**config.mk**
```make
export PLATFORM = sky130hd
export DESIGN_NAME = sync_fifo_param
export DESIGN_NICKNAME = d
export VERILOG_FILES = /design/src/rtl/sync_fifo_param.sv
export SDC_FILE = /design/constraint.sdc
export NUM_CORES = 1
export LEC_CHECK = 0
export BUFFER_PORTS_ARGS = -buffer_cell sky130_fd_sc_hd__buf_2
export CAP_MARGIN = 10
export CORE_UTILIZATION = 35
export CTS_CLUSTER_SIZE = 14
export DETAILED_ROUTE_END_ITERATION = 10
export SYNTH_ARGS = -nofsm -noshare
export SYNTH_HDL_FRONTEND = slang
export SYNTH_SLANG_ARGS = --single-unit
```
**constraint.sdc**
```tcl
create_clock -name clk -period 4.15 [get_ports clk]
set_clock_uncertainty 0.2 [all_clocks]
set_input_delay 0.2075 -clock clk [delete_from_list [all_inputs] [get_ports clk]]
set_output_delay 0.2075 -clock clk [all_outputs]
set_load 0.005 [all_outputs]
```
**src/rtl/sync_fifo_param.sv**
```systemverilog
// Parametrised single-clock FIFO with occupancy count, almost-full/empty thresholds,
// sticky overflow/underflow flags and selectable FWFT or registered read.
module sync_fifo_param #(
    parameter int DATA_WIDTH = 8,
    parameter int DEPTH      = 16,
    parameter int AF_LEVEL   = DEPTH - 2,
    parameter int AE_LEVEL   = 2,
    parameter bit FWFT       = 1'b1
) (
    input  logic                       clk,
    input  logic                       rst,
    input  logic                       push,
    input  logic [DATA_WIDTH-1:0]      push_data,
    input  logic                       pop,
    output logic [DATA_WIDTH-1:0]      pop_data,
    output logic                       rd_valid,
    output logic                       full,
    output logic                       empty,
    output logic                       almost_full,
    output logic                       almost_empty,
    output logic [$clog2(DEPTH+1)-1:0] count,
    output logic                       overflow,
    output logic                       underflow,
    input  logic                       err_clr
);
    localparam int CW = $clog2(DEPTH + 1);
    localparam int PW = $clog2(DEPTH);
    localparam logic [PW-1:0] PTR_LAST = PW'(DEPTH - 1);
    localparam logic [CW-1:0] CNT_MAX  = CW'(DEPTH);
    localparam logic [CW-1:0] AF_CNT   = CW'(AF_LEVEL);
    localparam logic [CW-1:0] AE_CNT   = CW'(AE_LEVEL);

    logic [DATA_WIDTH-1:0] mem [DEPTH];
    logic [PW-1:0]         wptr;
    logic [PW-1:0]         rptr;
    logic [CW-1:0]         count_next;
    logic                  push_ok;
    logic                  pop_ok;

    // Handshake: push/pop are requests qualified by this cycle's registered full/empty;
    // a request against full/empty is dropped, raises the sticky error flag, and
    // leaves pointers and count untouched.
    assign push_ok = push & ~full;
    assign pop_ok  = pop & ~empty;

    always_comb begin
        count_next = count;
        if (push_ok && !pop_ok) begin
            count_next = count + CW'(1);
        end else if (pop_ok && !push_ok) begin
            count_next = count - CW'(1);
        end
    end

    // Status flags come from count_next so they change on the same edge as count.
    always_ff @(posedge clk or posedge rst) begin
        if (rst) begin
            wptr         <= '0;
            rptr         <= '0;
            count        <= '0;
            full         <= 1'b0;
            empty        <= 1'b1;
            almost_full  <= 1'b0;
            almost_empty <= 1'b1;
            overflow     <= 1'b0;
            underflow    <= 1'b0;
        end else begin
            if (push_ok) begin
                wptr <= (wptr == PTR_LAST) ? '0 : wptr + PW'(1);
            end
            if (pop_ok) begin
                rptr <= (rptr == PTR_LAST) ? '0 : rptr + PW'(1);
            end
            count        <= count_next;
            full         <= (count_next == CNT_MAX);
            empty        <= (count_next == '0);
            almost_full  <= (count_next >= AF_CNT);
            almost_empty <= (count_next <= AE_CNT);
            overflow     <= (push & full) | (overflow & ~err_clr);
            underflow    <= (pop & empty) | (underflow & ~err_clr);
        end
    end

    always_ff @(posedge clk) begin
        if (push_ok) begin
            mem[wptr] <= push_data;
        end
    end

    generate
        if (FWFT) begin : g_fwft
            assign pop_data = mem[rptr];
            assign rd_valid = ~empty;
        end else begin : g_reg
            always_ff @(posedge clk or posedge rst) begin
                if (rst) begin
                    pop_data <= '0;
                    rd_valid <= 1'b0;
                end else begin
                    rd_valid <= pop_ok;
                    if (pop_ok) begin
                        pop_data <= mem[rptr];
                    end
                end
            end
        end
    endgenerate

endmodule

```
==> insert_results.sql <==
INSERT INTO impl_metrics (metric_group, metric, value, unit) VALUES
('yosys', 'synth.top_cells.by_area', 'sky130_fd_sc_hd__edfxtp_1, sky130_fd_sc_hd__mux4_2, sky130_fd_sc_hd__dfrtp_1, sky130_fd_sc_hd__and2_1, sky130_fd_sc_hd__ha_1', ''),
('yosys', 'synth_top_area_share', '65.3', '%'),
('critical_path', 'end_kind', 'output pin', ''),
('yosys', 'synth-edff-count', '128', ''),
('cells_and_area', 'area_delta_synth_final', '18.2', '%'),
('clock_tree', 'cts.hold.buffers_added', '12', ''),
('power_and_ir_drop', 'total_leakage_power', '2.36', 'nW'),
('outcome', 'outcome', 'completed', ''),
('cells_and_area', 'final-instance-count-excl-fill', '580', ''),
('clock_tree', 'cts.repair.resized', '0', ''),
('global_route', 'first_global_vias', '2943', ''),
('power_and_ir_drop', 'comb_power_share', '25.3', '%'),
('power_and_ir_drop', 'power_frac_clock', '30.5', '%'),
('yosys', 'synthFlopType', 'sky130_fd_sc_hd__edfxtp_1', ''),
('clock_tree', 'clk_pin_slew', '0.05', 'ns'),
('sta', 'maxClockFrequency', '307', 'MHz'),
('detailed_routing', 'route.detailed.wl_per_inst', '19.8', 'um'),
('sta', 'timing.slew.headroom', '46.1', '%'),
('sta', 'worst_slew_pin_slew', '0.808', 'ns'),
('sta', 'grt_setup_unrepaired', 'false', ''),
('yosys', 'postSynth.asyncResetShare', '12.9', '%'),
('run', 'cap_viol_max_count', '0', ''),
('detailed_routing', 'detailroute.via_count', '2866', ''),
('yosys', 'most_common_cell_in_the_netlist', 'sky130_fd_sc_hd__edfxtp_1', ''),
('detailed_routing', 'ant_nets', '0', ''),
('global_route', 'grt_overflow_total', '0', ''),
('sta', 'final-setup-viol-count', '0', ''),
('sta', 'finalCriticalPeriod', '3.25', 'ns'),
('detailed_routing', 'routed_via_density', '4.94', ''),
('critical_path', 'worstSetupStartpointType', 'register', ''),
('sta', 'slew_viol_final', '0', ''),
('detailed_routing', 'detailedRoute.firstIterationViolations', '260', ''),
('global_route', 'grt_start_max_net_pins', '24', ''),
('floorplanning', 'initial_core_util', '35.6', '%'),
('clock_tree', 'cts.repair_timing.setup_buffer_count', '0', ''),
('detailed_routing', 'route.detailed.drc', '0', ''),
('global_route', 'global_route_wire_length_before_repair', '17500', 'um'),
('critical_path', 'critical_path_arrival', '2.85', 'ns'),
('yosys', 'synth_fa_ha_area_share', '1.49', '%'),
('yosys', 'multiplexer_share_of_the_synthesized_area', '15.5', '%'),
('power_and_ir_drop', 'sw_share', '28.0', '%'),
('yosys', 'synth_cell_types', '36', ''),
('clock_tree', 'cts.root.buffer_cell', 'sky130_fd_sc_hd__clkbuf_16', ''),
('critical_path', 'required', '3.74', 'ns'),
('place', 'finalWeightedCongestion', '0.770', ''),
('critical_path', 'worst-r2r-setup-slack', '1.95', 'ns'),
('yosys', 'synth_compound_gate_area_share', '2.02', '%'),
('power_and_ir_drop', 'switchingPower', '1.30', 'mW'),
('cells_and_area', 'drive_above_1_share', '30.1', '%'),
('clock_tree', 'tritoncts.num_buffers', '17', ''),
('sta', 'layout_worst_path_cycle_share', '78.4', '%'),
('yosys', 'synth_seq_area_share', '73.4', '%'),
('floorplanning', 'io_pins', '33', ''),
('power_and_ir_drop', 'internal_power', '3.35', 'mW'),
('cells_and_area', 'fillerInstances', '1431', ''),
('floorplanning', 'design.die.area', '17400', 'um2'),
('yosys', 'yosys.area.top_type', 'sky130_fd_sc_hd__edfxtp_1', ''),
('power_and_ir_drop', 'seqPwrFrac', '44.2', '%'),
('yosys', 'area_fraction_in_and_or_nand_and_nor_cells_after_synthesis', '5.01', '%'),
('floorplanning', 'die_height', '132', 'um'),
('clock_tree', 'tritoncts_num_sinks', '147', ''),
('place', 'dpl.hpwl', '6960', 'um'),
('clock_tree', 'clock_h_tree_levels', '4', ''),
('floorplanning', 'die-width', '132', 'um'),
('yosys', 'syn-mean-instance-area', '20.2', 'um2'),
('clock_tree', 'tritoncts', 'done', ''),
('sta', 'holdWs', '0.135', 'ns'),
('power_and_ir_drop', 'report.power.total', '4.66', 'mW'),
('yosys', 'post_synth_inst_count', '291', ''),
('clock_tree', 'clock_path_buffers', '2', ''),
('min_path', 'hold_path_class', 'in -> reg', '');
==> cells by family (layout without fill, tap and decap cells) <==
| kind of cell | Yosys count | after routing |
|---|---|---|
| AO/OA/AOI/OAI | 19 | 19 |
| XOR/XNOR | 6 | 6 |
| adder cells (fa/ha/maj) | 7 | 7 |
| buffers and inverters | 19 | 87 |
| flip-flops | 147 | 147 |
| multiplexers | 41 | 41 |
| other | 0 | 1 |
| AND/OR/NAND/NOR | 52 | 52 |
==> placed cells by master, fill, tap and decap left out, types with 3 or more instances in the layout <==
| cell type | Yosys | layout |
|---|---|---|
| sky130_fd_sc_hd__edfxtp_1 | 128 | 128 |
| sky130_fd_sc_hd__mux4_2 | 40 | 40 |
| sky130_fd_sc_hd__buf_2 | 0 | 32 |
| sky130_fd_sc_hd__clkbuf_16 | 0 | 19 |
| sky130_fd_sc_hd__and2_1 | 16 | 16 |
| sky130_fd_sc_hd__dfrtp_1 | 17 | 16 |
| sky130_fd_sc_hd__dlygate4sd3_1 | 0 | 12 |
| sky130_fd_sc_hd__nand2_1 | 11 | 11 |
| sky130_fd_sc_hd__inv_1 | 8 | 8 |
| sky130_fd_sc_hd__o21ai_0 | 8 | 8 |
| sky130_fd_sc_hd__ha_1 | 7 | 7 |
| sky130_fd_sc_hd__clkbuf_1 | 5 | 7 |
| sky130_fd_sc_hd__xnor2_1 | 6 | 6 |
| sky130_fd_sc_hd__nor2_1 | 6 | 6 |
| sky130_fd_sc_hd__nand3_1 | 4 | 4 |
| sky130_fd_sc_hd__nor3_1 | 3 | 3 |
| sky130_fd_sc_hd__a21oi_1 | 3 | 3 |
| sky130_fd_sc_hd__clkbuf_8 | 0 | 3 |
| sky130_fd_sc_hd__buf_4 | 2 | 3 |
==> through the flow <==
step	setup slack (ns)	area, um2
3_5_place_dp	1.27	6280
6_report	0.896	6960
2_1_floorplan	1.99	5890
5_1_grt	0.715	6960
3_3_place_gp	1.31	6280
4_1_cts	0.824	6960
==> cell type report <==
class,instances,area [um2],area share (%)
Timing Repair Buffer,47,303,4.35
Antenna cell,1,2.50,0.0360
Tap cell,220,275,3.96
Sequential cell,147,4320,62.1
Inverter,8,30.0,0.431
Multi-Input combinational cell,125,1470,21.1
Clock inverter,3,16.3,0.234
Clock buffer,29,543,7.80
==> layer usage <==
metal  GRT usage, %  part of all wire [%]
met4           6.40                   1.1
met3           3.28                   3.1
met2           22.5                    49
met1           19.0                    46
met5              0                     0
==> power groups by stage <==
stage	Combinational (mW)	Sequential (mW)	Clock [mW]
after CTS	1.20	2.06	1.44
after floorplan	0.958	1.93	0
after global placement	1.17	2.08	0
after detailed placement	1.19	2.09	0
final	1.18	2.06	1.42
after global routing	1.29	2.09	1.51
==> registers in the layout, summed over array words and instances (netlist names) <==
signal,cells
full,1
almost_full,1
rptr,4
count,5
empty,1
almost_empty,1
underflow,1
overflow,1
mem,128
wptr,4
==> critical path, cell delays in order, from the launching register on <==
cell and delay [ns]:
sky130_fd_sc_hd__dfrtp_2 0.82, sky130_fd_sc_hd__buf_4 0.42, sky130_fd_sc_hd__mux4_2 0.54, sky130_fd_sc_hd__mux4_2 0.49, sky130_fd_sc_hd__buf_2 0.15
==> path summary, 6_finish.rpt <==
kind | start | cells past startpoint | to
setup / recovery | rptr[0]$_DFFE_PP0P_ | 4 | pop_data[4]
hold / removal | push | 4 | wptr[0]$_DFFE_PP0P_
setup reg to reg | full$_DFF_PP0_ | 5 | mem[7][7]$_DFFE_PP_
hold reg to reg | underflow$_DFF_PP0_ | 2 | underflow$_DFF_PP0_
max in group asynchronous | rst | 3 | rptr[0]$_DFFE_PP0P_
min in group asynchronous | rst | 3 | rptr[3]$_DFFE_PP0P_
Note: power is estimated with default switching activity, not from simulation.
